**config.mk**
```make
export PLATFORM = sky130hd
export DESIGN_NAME = ofs_fim_axis_pipeline_flush
export DESIGN_NICKNAME = d
export VERILOG_FILES = /design/src/rtl/ofs_fim_axis_pipe_pkg.sv /design/src/rtl/ofs_fim_axis_pipe_stage.sv /design/src/rtl/ofs_fim_axis_pipeline_flush.sv
export SDC_FILE = /design/constraint.sdc
export NUM_CORES = 2
export LEC_CHECK = 0
export BUFFER_PORTS_ARGS = -buffer_cell sky130_fd_sc_hd__buf_4
export CORE_AREA = 2 2 474 476
export DETAILED_ROUTE_END_ITERATION = 8
export DIE_AREA = 0 0 476 478
export PLACE_DENSITY = 0.56
export SETUP_SLACK_MARGIN = 0.02
export SYNTH_ARGS = -nofsm -noshare
export SYNTH_HDL_FRONTEND = slang
export SYNTH_HIERARCHICAL = 1
export SYNTH_SLANG_ARGS = --single-unit
```
**constraint.sdc**
```tcl
create_clock -name clk -period 141.7 [get_ports clk]
set_input_delay 28.34 -clock clk [delete_from_list [all_inputs] [get_ports clk]]
set_output_delay 28.34 -clock clk [all_outputs]
set_load 0.05 [all_outputs]
```
**src/rtl/ofs_fim_axis_pipe_pkg.sv**
```systemverilog
`default_nettype none
// +--------------------------------------------------------------------------+
// | Module   : ofs_fim_axis_pipe_pkg                                         |
// | Purpose  : Shared types and helpers for the flushable AXI-S pipeline.    |
// |            pipe_mode_e   - per-stage register style                      |
// |            flush_state_e - sink-side flush FSM states                    |
// |            occ_width()   - width of the beat/packet occupancy counters   |
// | Revision : 1.0 - initial release                                         |
// +--------------------------------------------------------------------------+
package ofs_fim_axis_pipe_pkg;

  typedef enum logic [1:0] {
    PIPE_SKID   = 2'd0,
    PIPE_SIMPLE = 2'd1,
    PIPE_BUBBLE = 2'd2,
    PIPE_BYPASS = 2'd3
  } pipe_mode_e;

  typedef enum logic {
    ST_PASS = 1'b0,
    ST_DROP = 1'b1
  } flush_state_e;

  // A skid stage holds up to two beats, so the count spans 0..2*depth.
  function automatic int occ_width(input int depth);
    return (depth < 1) ? 1 : $clog2(2 * depth + 1);
  endfunction

endpackage
`default_nettype wire

```
**src/rtl/ofs_fim_axis_pipe_stage.sv**
```systemverilog
`default_nettype none
// +--------------------------------------------------------------------------+
// | Module   : ofs_fim_axis_pipe_stage                                       |
// | Purpose  : One valid/ready register stage over a packed payload bus.     |
// |            MODE selects skid (2 entries, ready from a flop), simple      |
// |            (ready = !valid | m_ready) or bubble (ready = !valid).        |
// | Ports    : clk, rst (async, high), clr (sync clear of held beats),       |
// |            s_valid/s_ready/s_data upstream, m_valid/m_ready/m_data       |
// |            downstream.                                                   |
// | Revision : 1.0 - initial release                                         |
// +--------------------------------------------------------------------------+
module ofs_fim_axis_pipe_stage
  import ofs_fim_axis_pipe_pkg::*;
#(
  parameter pipe_mode_e MODE = PIPE_SKID,
  parameter int         W    = 8
) (
  input  logic         clk,
  input  logic         rst,
  input  logic         clr,
  input  logic         s_valid,
  output logic         s_ready,
  input  logic [W-1:0] s_data,
  output logic         m_valid,
  input  logic         m_ready,
  output logic [W-1:0] m_data
);

  logic         main_valid_q, main_valid_d;
  logic         skid_valid_q, skid_valid_d;
  logic [W-1:0] main_data_q, main_data_d;
  logic [W-1:0] skid_data_q, skid_data_d;
  logic         s_acc;
  logic         main_free;

  always_comb begin
    case (MODE)
      PIPE_SKID:   s_ready = !skid_valid_q;
      PIPE_BUBBLE: s_ready = !main_valid_q;
      default:     s_ready = !main_valid_q || m_ready;
    endcase
    s_acc        = s_valid && s_ready;
    main_free    = !main_valid_q || m_ready;
    main_valid_d = main_valid_q;
    main_data_d  = main_data_q;
    skid_valid_d = skid_valid_q;
    skid_data_d  = skid_data_q;
    if (main_free) begin
      // A parked skid beat is older than anything on the input; while it
      // is parked s_ready is low, so no input beat can be lost here.
      if (skid_valid_q) begin
        main_valid_d = 1'b1;
        main_data_d  = skid_data_q;
        skid_valid_d = 1'b0;
      end else begin
        main_valid_d = s_acc;
        if (s_acc) main_data_d = s_data;
      end
    end else if (s_acc) begin
      // Only reachable in skid mode: output stalled, take the beat aside.
      skid_valid_d = 1'b1;
      skid_data_d  = s_data;
    end
    if (clr) begin
      main_valid_d = 1'b0;
      skid_valid_d = 1'b0;
    end
  end

  always_ff @(posedge clk or posedge rst) begin
    if (rst) begin
      main_valid_q <= 1'b0;
      skid_valid_q <= 1'b0;
    end else begin
      main_valid_q <= main_valid_d;
      skid_valid_q <= skid_valid_d;
    end
  end

  always_ff @(posedge clk) begin
    main_data_q <= main_data_d;
    skid_data_q <= skid_data_d;
  end

  assign m_valid = main_valid_q;
  assign m_data  = main_data_q;

endmodule
`default_nettype wire

```
**src/rtl/ofs_fim_axis_pipeline_flush.sv**
```systemverilog
`default_nettype none
// +--------------------------------------------------------------------------+
// | Module   : ofs_fim_axis_pipeline_flush                                   |
// | Purpose  : PL_DEPTH-stage AXI-S register pipeline for TLP streams with   |
// |            in-flight beat/packet accounting and a packet-safe flush that |
// |            empties the pipe and drops the rest of the open sink packet.  |
// | Ports    : clk, rst (async, high); s_* sink, m_* source AXI-S;           |
// |            flush (1-cycle request); occ/pkt_cnt in-flight beats/tlasts;  |
// |            idle, dropping status; flush_trunc pulse when a flush cut a   |
// |            packet mid-way on the source; drop_cnt saturating drop count. |
// | Revision : 1.0 - initial release                                         |
// +--------------------------------------------------------------------------+
module ofs_fim_axis_pipeline_flush
  import ofs_fim_axis_pipe_pkg::*;
#(
  parameter  int MODE           = 0,
  parameter  int TREADY_RST_VAL = 0,
  parameter  int TDATA_WIDTH    = 512,
  parameter  int TUSER_WIDTH    = 10,
  parameter  int PL_DEPTH       = 2,
  parameter  int CNT_W          = 16,
  localparam int OCC_W          = occ_width(PL_DEPTH)
) (
  input  logic                     clk,
  input  logic                     rst,
  input  logic                     s_tvalid,
  output logic                     s_tready,
  input  logic [TDATA_WIDTH-1:0]   s_tdata,
  input  logic [TDATA_WIDTH/8-1:0] s_tkeep,
  input  logic                     s_tlast,
  input  logic [TUSER_WIDTH-1:0]   s_tuser,
  output logic                     m_tvalid,
  input  logic                     m_tready,
  output logic [TDATA_WIDTH-1:0]   m_tdata,
  output logic [TDATA_WIDTH/8-1:0] m_tkeep,
  output logic                     m_tlast,
  output logic [TUSER_WIDTH-1:0]   m_tuser,
  input  logic                     flush,
  output logic [OCC_W-1:0]         occ,
  output logic [OCC_W-1:0]         pkt_cnt,
  output logic                     idle,
  output logic                     dropping,
  output logic                     flush_trunc,
  output logic [CNT_W-1:0]         drop_cnt
);

  localparam int  KEEP_W = TDATA_WIDTH / 8;
  localparam int  PW     = TDATA_WIDTH + KEEP_W + 1 + TUSER_WIDTH;
  localparam int  IW     = OCC_W + 1;
  localparam bit  BYPASS = (PL_DEPTH == 0) || (MODE == 3);
  localparam logic RST_RDY = TREADY_RST_VAL[0];

  if (BYPASS) begin : g_bypass
    assign s_tready    = rst ? RST_RDY : m_tready;
    assign m_tvalid    = s_tvalid && !rst;
    assign m_tdata     = s_tdata;
    assign m_tkeep     = s_tkeep;
    assign m_tlast     = s_tlast;
    assign m_tuser     = s_tuser;
    assign occ         = '0;
    assign pkt_cnt     = '0;
    assign idle        = 1'b1;
    assign dropping    = 1'b0;
    assign flush_trunc = 1'b0;
    assign drop_cnt    = '0;
  end else begin : g_pipe
    logic [PW-1:0]       stg_data  [PL_DEPTH+1];
    logic                stg_valid [PL_DEPTH+1];
    logic                stg_ready [PL_DEPTH+1];

    flush_state_e        state_q, state_d;
    logic [OCC_W-1:0]    occ_q, occ_d;
    logic [OCC_W-1:0]    pkt_cnt_q, pkt_cnt_d;
    logic                in_pkt_q, in_pkt_d;
    logic                out_pkt_q, out_pkt_d;
    logic                flush_trunc_q, flush_trunc_d;
    logic [CNT_W-1:0]    drop_cnt_q, drop_cnt_d;
    logic [IW-1:0]       drop_inc;
    logic [CNT_W:0]      drop_sum;
    logic                s_acc, m_acc;

    // While dropping, sink beats are swallowed here and never enter the pipe.
    assign stg_valid[0]        = s_tvalid && (state_q == ST_PASS);
    assign stg_data[0]         = {s_tuser, s_tlast, s_tkeep, s_tdata};
    assign stg_ready[PL_DEPTH] = m_tready;

    for (genvar i = 0; i < PL_DEPTH; i++) begin : g_stage
      ofs_fim_axis_pipe_stage #(
        .MODE (pipe_mode_e'(MODE[1:0])),
        .W    (PW)
      ) u_stage (
        .clk     (clk),
        .rst     (rst),
        .clr     (flush && (state_q == ST_PASS)),
        .s_valid (stg_valid[i]),
        .s_ready (stg_ready[i]),
        .s_data  (stg_data[i]),
        .m_valid (stg_valid[i+1]),
        .m_ready (stg_ready[i+1]),
        .m_data  (stg_data[i+1])
      );
    end

    assign s_tready = rst ? RST_RDY : ((state_q == ST_DROP) || stg_ready[0]);
    assign m_tvalid = stg_valid[PL_DEPTH];
    assign {m_tuser, m_tlast, m_tkeep, m_tdata} = stg_data[PL_DEPTH];

    assign s_acc = s_tvalid && s_tready;
    assign m_acc = m_tvalid && m_tready;

    always_comb begin
      state_d       = state_q;
      occ_d         = occ_q;
      pkt_cnt_d     = pkt_cnt_q;
      in_pkt_d      = in_pkt_q;
      out_pkt_d     = out_pkt_q;
      flush_trunc_d = 1'b0;
      drop_inc      = '0;
      if (s_acc) in_pkt_d  = !s_tlast;
      if (m_acc) out_pkt_d = !m_tlast;
      if (state_q == ST_DROP) begin
        drop_inc = IW'(s_acc);
        if (s_acc && s_tlast) state_d = ST_PASS;
      end else if (flush) begin
        occ_d     = '0;
        pkt_cnt_d = '0;
        out_pkt_d = 1'b0;
        // A beat leaving the source this cycle is delivered, so it decides
        // whether the consumer was left holding a partial packet.
        flush_trunc_d = m_acc ? !m_tlast : out_pkt_q;
        // Discarded = held beats not delivered now + any sink beat now.
        drop_inc = {1'b0, occ_q} - IW'(m_acc) + IW'(s_acc);
        if (s_acc ? !s_tlast : in_pkt_q) state_d = ST_DROP;
      end else begin
        occ_d     = occ_q + OCC_W'(s_acc) - OCC_W'(m_acc);
        pkt_cnt_d = pkt_cnt_q + OCC_W'(s_acc && s_tlast) - OCC_W'(m_acc && m_tlast);
      end
      drop_sum   = {1'b0, drop_cnt_q} + (CNT_W+1)'(drop_inc);
      drop_cnt_d = drop_sum[CNT_W] ? {CNT_W{1'b1}} : drop_sum[CNT_W-1:0];
    end

    always_ff @(posedge clk or posedge rst) begin
      if (rst) begin
        state_q       <= ST_PASS;
        occ_q         <= '0;
        pkt_cnt_q     <= '0;
        in_pkt_q      <= 1'b0;
        out_pkt_q     <= 1'b0;
        flush_trunc_q <= 1'b0;
        drop_cnt_q    <= '0;
      end else begin
        state_q       <= state_d;
        occ_q         <= occ_d;
        pkt_cnt_q     <= pkt_cnt_d;
        in_pkt_q      <= in_pkt_d;
        out_pkt_q     <= out_pkt_d;
        flush_trunc_q <= flush_trunc_d;
        drop_cnt_q    <= drop_cnt_d;
      end
    end

    assign occ         = occ_q;
    assign pkt_cnt     = pkt_cnt_q;
    assign idle        = (occ_q == '0) && (state_q == ST_PASS);
    assign dropping    = (state_q == ST_DROP);
    assign flush_trunc = flush_trunc_q;
    assign drop_cnt    = drop_cnt_q;
  end

endmodule
`default_nettype wire

```
Word level (Yosys, flattened, before mapping)
Index checks and enable logic that the tools add are counted.
Storage, ports and cells
  register bits after elaboration: 2378
  input bits: 592
  output and inout port bits: 614
  word-level logic and storage cells: 86
Cells by class
  $add $sub $neg: 7
  multiplexer cells: 32
  bitwise logic cells: 3
  reductions and logical operators: 29
Operators by type and width (count)
  587-bit 2-to-1 mux: 4
  1-bit 2-to-1 mux: 23
  16-bit by 4-bit adder with 17-bit output: 1
  16-bit 2-to-1 mux: 1
  1-bit logical AND: 9
  4-bit 2-to-1 mux: 2
  2-bit AND reduction: 4
  2-bit nonzero test: 4
  3-bit by 1-bit adder with 3-bit output: 2
  1-bit logical NOT: 6
  3-bit 2-to-1 mux: 2
  3-bit nonzero test: 2
  3-bit by 1-bit subtractor with 3-bit output: 2
  4-bit by 1-bit adder with 4-bit output: 1
  3-bit by 1-bit subtractor with 4-bit output: 1
  3-bit logical NOT: 1
  1-bit logical OR: 3
  1-bit NOT: 3

Depth between registers and ports, before layout
  depth after elaboration: 9
  gate-level depth with buffers: 20
  gate-level depth less buffers: 16

Modules after synthesis
The synthesis kept the hierarchy.
By module, submodules not included
  ofs_fim_axis_pipe_stage: instances 2, cells an instance 1837, area each 42828.6 µm², sequential area each 35303.9 µm²
  ofs_fim_axis_pipeline_flush: instances 1, cells an instance 164, area each 1650.3 µm², sequential area each 650.6 µm²

Worst setup path after synthesis
No wires, ideal clock.
  path type: input port to flip-flop
  start point: in m_tready
  end point: reg g_pipe.g_stage[1].u_stage.skid_data_q[0] (enable)
  library setup time: 2.378 ns
  data arrival time: 70.930 ns
  required time: 139.322 ns
  path slack: 68.392 ns
  stages: 2
  path buffers: 0
  cells stage by stage: nand2b_1 nor3b_1
On the way
  longest elaborated chain between the ends: 3
Ends and longest elaborated chain
  start, declared: RTL line ofs_fim_axis_pipeline_flush.sv:33  | input logic m_tready,
  1-bit logical OR
  1-bit NOT (no source line)
  2-bit AND reduction (no source line)
  end signal, assigned: RTL line ofs_fim_axis_pipe_stage.sv:82  | skid_data_q <= skid_data_d;
  end, declared: RTL line ofs_fim_axis_pipe_stage.sv:32  | logic [W-1:0] skid_data_q, skid_data_d;
No other way between the ends.
A chain may end at the register's enable or synchronous reset.

Worst setup path after layout
  start point: in rst
  end point: out s_tready
On the way
  longest elaborated chain between the ends: 1
Ends and longest elaborated chain
  start, declared: RTL line ofs_fim_axis_pipeline_flush.sv:25  | input logic rst,
  1-bit 2-to-1 mux: RTL line ofs_fim_axis_pipeline_flush.sv:104  | assign s_tready = rst ? RST_RDY : ((state_q == ST_DROP) || stg_ready[0]);
  end, declared: RTL line ofs_fim_axis_pipeline_flush.sv:27  | output logic s_tready,
No other way between the ends.

==> results.md <==
- Status: finished, final reports clean
- Endpoints failing hold: 0
- Worst Setup End Kind: primary output
- Sequential share of the synthesized area: approximately four fifths
- CTS root buffer: clkbuf_16
- Initial Utilization: between 30% and 40%
- Worst Path Required: 113.36 ns
- Placed Cells: 7951
- Die area: between 200000 and 250000 um2
- Worst skew pair latency: 0.88 ns
- Fin cells: approximately 8400
- CTS tree: yes
- Die X: about 480 um
- Mapped Cells: 3838
- Crit path DAT: a little under 30 ns
- Max Slew Vio Count: 0
- Footprint of the multi-input gates: between 10000 and 15000 um2
- Routed vias/inst: a little under 5
- Cell Area, Placed: 99600 um2
- Pre-CTS WS: around 85 ns
- Final setup margin: between 80 and 90 ns
- Total GRT Usage: 18.3%
- Total gr overflow: 0
- Top_reg_cell synth: edfxtp_1
- Worst R2R Start: g_pipe.g_stage[1].u_stage/skid_valid_q
- Final Cycle Share: 40.3%
- Area leader, netlist: edfxtp_1
- F_max: 17.5 MHz
- Startpoint types: input pin
- Share of the synthesized area in the top cell type: between 80% and 90%
- FILL cells: between 15000 and 20000
- Synth cell types: 51
- HPWL after DPL: 141 mm
- CP startpoint: rst
- Adder-cell share of the synthesized area: less than 1%
- Inserted Clock Buffers: approximately 240
- Pwr dens: between 10 and 15 nW/um2
- Wire per inst: roughly 25 um
- Initial antenna violation count: 66
- Syn_nets: about 4400
- Maximum vdd drop: 11.7 uV
- Clock buffer depth: 3
- Worst-Margin Slew: 1.26 ns
- Minimum clock period: about 57 ns
- Unrepaired setup endpoints after global routing: no
- Vias: 41100
- Final instance area: approximately 110000 um2
- Post-synth EDFFs: 2348
- FF/Latch Area: 71300 um2
- Setup bufs post-CTS: 0
- Global-route track usage on met3: 6.88%
- Post-layout util: between 40% and 50%
- #FFs+latches synth: about 2400
- Antenna Nets Post-Route: 0
- Synth cell count leaders: edfxtp_1, mux2_2, mux2_4, buf_4, dfrtp_1
- Largest family of logic cells by synthesized area: multiplexers
- Detailed router's first-iteration violation count: roughly 2800
- HP Start: g_pipe.g_stage[0].u_stage/m_data[508]
- Core Area: 223000 um2
- Synth Cell Area: 87300 um2
- Boundary Pins: around 1200
- Final-report setup violation count: 0
- Vias in the first global route: between 40000 and 50000
- H-tree depth: 4
- Core Rows: between 150 and 200
- Ys async rst share: about 1.3%
- First-pass GRT wire length: 302 mm
- Leakage: ~37 nW
- Worst-path clk slew: 0.06 ns
- Worst Hold Slack: between 0.4 and 0.5 ns
- Drt first pass iters: 5
- Xor/xnor cell area share of the yosys netlist: less than 1%
- GR Util met1: 22.4%
- Area fraction in compound gates after synthesis: less than 1%
- Most common cell in the synthesized netlist: edfxtp_1
- Layout Skew: about 0.08 ns
- Synth top area cells: edfxtp_1, mux2_2, mux2_4
- Drt total wl: 214 mm
- Gp weighted congestion: 0.813
- Cts hold-fix bufs: 0
- Total power draw: ~1.6 mW
- Share of cells above drive strength 1: roughly half
- Most used routing layer: met2
- WS Path Type: in2out
- Largest fanout on the critical path: 5
- Worst min-delay path class: reg2reg
- Syn avg cell area: ~23 um2
- CTS resizes: 0
- Post-Synth Simple-Gate Area: less than 1%
- Largest net degree at the start of global routing: between 150 and 200
- Final nets: 5805
- Port-buffer cells: 1205
- Synthesis-to-finish area growth: 23.1%
- Yosys warnings: 6
- Clk sinks: 2378
- Residual DRC count: 0
- Die H: 478 um
- M2 GR Usage: around 29%
- Headroom to the max-slew limit: ~16%
- Total negative slack: 0 ns
- Maxcap violations: 0
- Post-synthesis mux area share: around 16%
[cell usage in the layout, fill, tap and decap left out, types with 9 or more instances in the layout]
master | Yosys | final
a21oi_1 | 9 | 9
clkinvlp_4 | 0 | 9
buf_4 | 81 | 1250
edfxtp_1 | 2348 | 2348
mux2_4 | 196 | 196
clkbuf_1 | 0 | 47
clkinv_2 | 0 | 49
clkbuf_16 | 0 | 240
nand2_1 | 13 | 13
inv_1 | 18 | 18
nor2_1 | 14 | 14
clkinv_1 | 0 | 55
bufinv_16 | 0 | 25
ha_1 | 10 | 10
mux2_2 | 978 | 978
dfrtp_1 | 30 | 28
diode_2 | 0 | 31
[per-layer routing]
| layer | vias up | share of wire (%) |
|---|---|---|
| met5 | - | 0.20 |
| met4 | 64 | 3.3 |
| met3 | 361 | 9.1 |
| met2 | 1187 | 48 |
| met1 | 21400 | 39 |
| li1 | 18100 | - |
[state kept, by name, indices dropped and copies added, names as in the netlist]
register	flops
g_pipe.in_pkt_q	1
g_pipe.g_stage.u_stage/skid_data_q	1174
g_pipe.g_stage.u_stage/m_data	1174
occ	3
g_pipe.g_stage.u_stage/skid_valid_q	2
drop_cnt	16
pkt_cnt	3
dropping	1
flush_trunc	1
g_pipe.out_pkt_q	1
g_pipe.g_stage.u_stage/m_valid	2
[worst max-delay path, cell delays in order]
cell,delay (ns)
buf_4,0.13
nor2_1,0.13
buf_4,0.22
[final timing paths]
path / to / slack (ns) / cells after the start
worst max-delay path: s_tready / 84.54 / 3
worst min-delay path: g_pipe.g_stage[1].u_stage/skid_data_q[508] / 0.41 / 0
worst max register to register: g_pipe.g_stage[0].u_stage/skid_data_q[508] / 136.10 / 8
worst min register to register: g_pipe.g_stage[1].u_stage/skid_data_q[508] / 0.41 / 0
max in group asynchronous: flush_trunc / 113.28 / 2
min in group asynchronous: g_pipe.g_stage[0].u_stage/m_valid / 27.37 / 2
[logic make-up (layout without fill, tap and decap cells)]
group / after synthesis / count (layout)
DFF: 2378 / 2378
muxes: 1175 / 1175
buffers and inverters: 154 / 1718
and+or+nand+nor: 69 / 69
AOI/OAI and AO/OA: 44 / 44
adders and majority gates: 13 / 13
xor gates and xnor gates: 5 / 5
other: 0 / 31
[power by group]
part           internal, mW  switching [mW]
registers             0.813          0.0143
logic                0.0519           0.104
clock network         0.357           0.269
[area by class of cell]
type,count,area share [%]
timing repair buffer,1257,8.86
antenna,31,0.0722
multi-input combinational,1306,13.9
tap,2992,3.48
inverter,18,0.0629
clock buffer,287,5.75
clock inverter,156,1.51
sequential,2378,66.3
No activity file was read; power rests on OpenSTA's default activity.
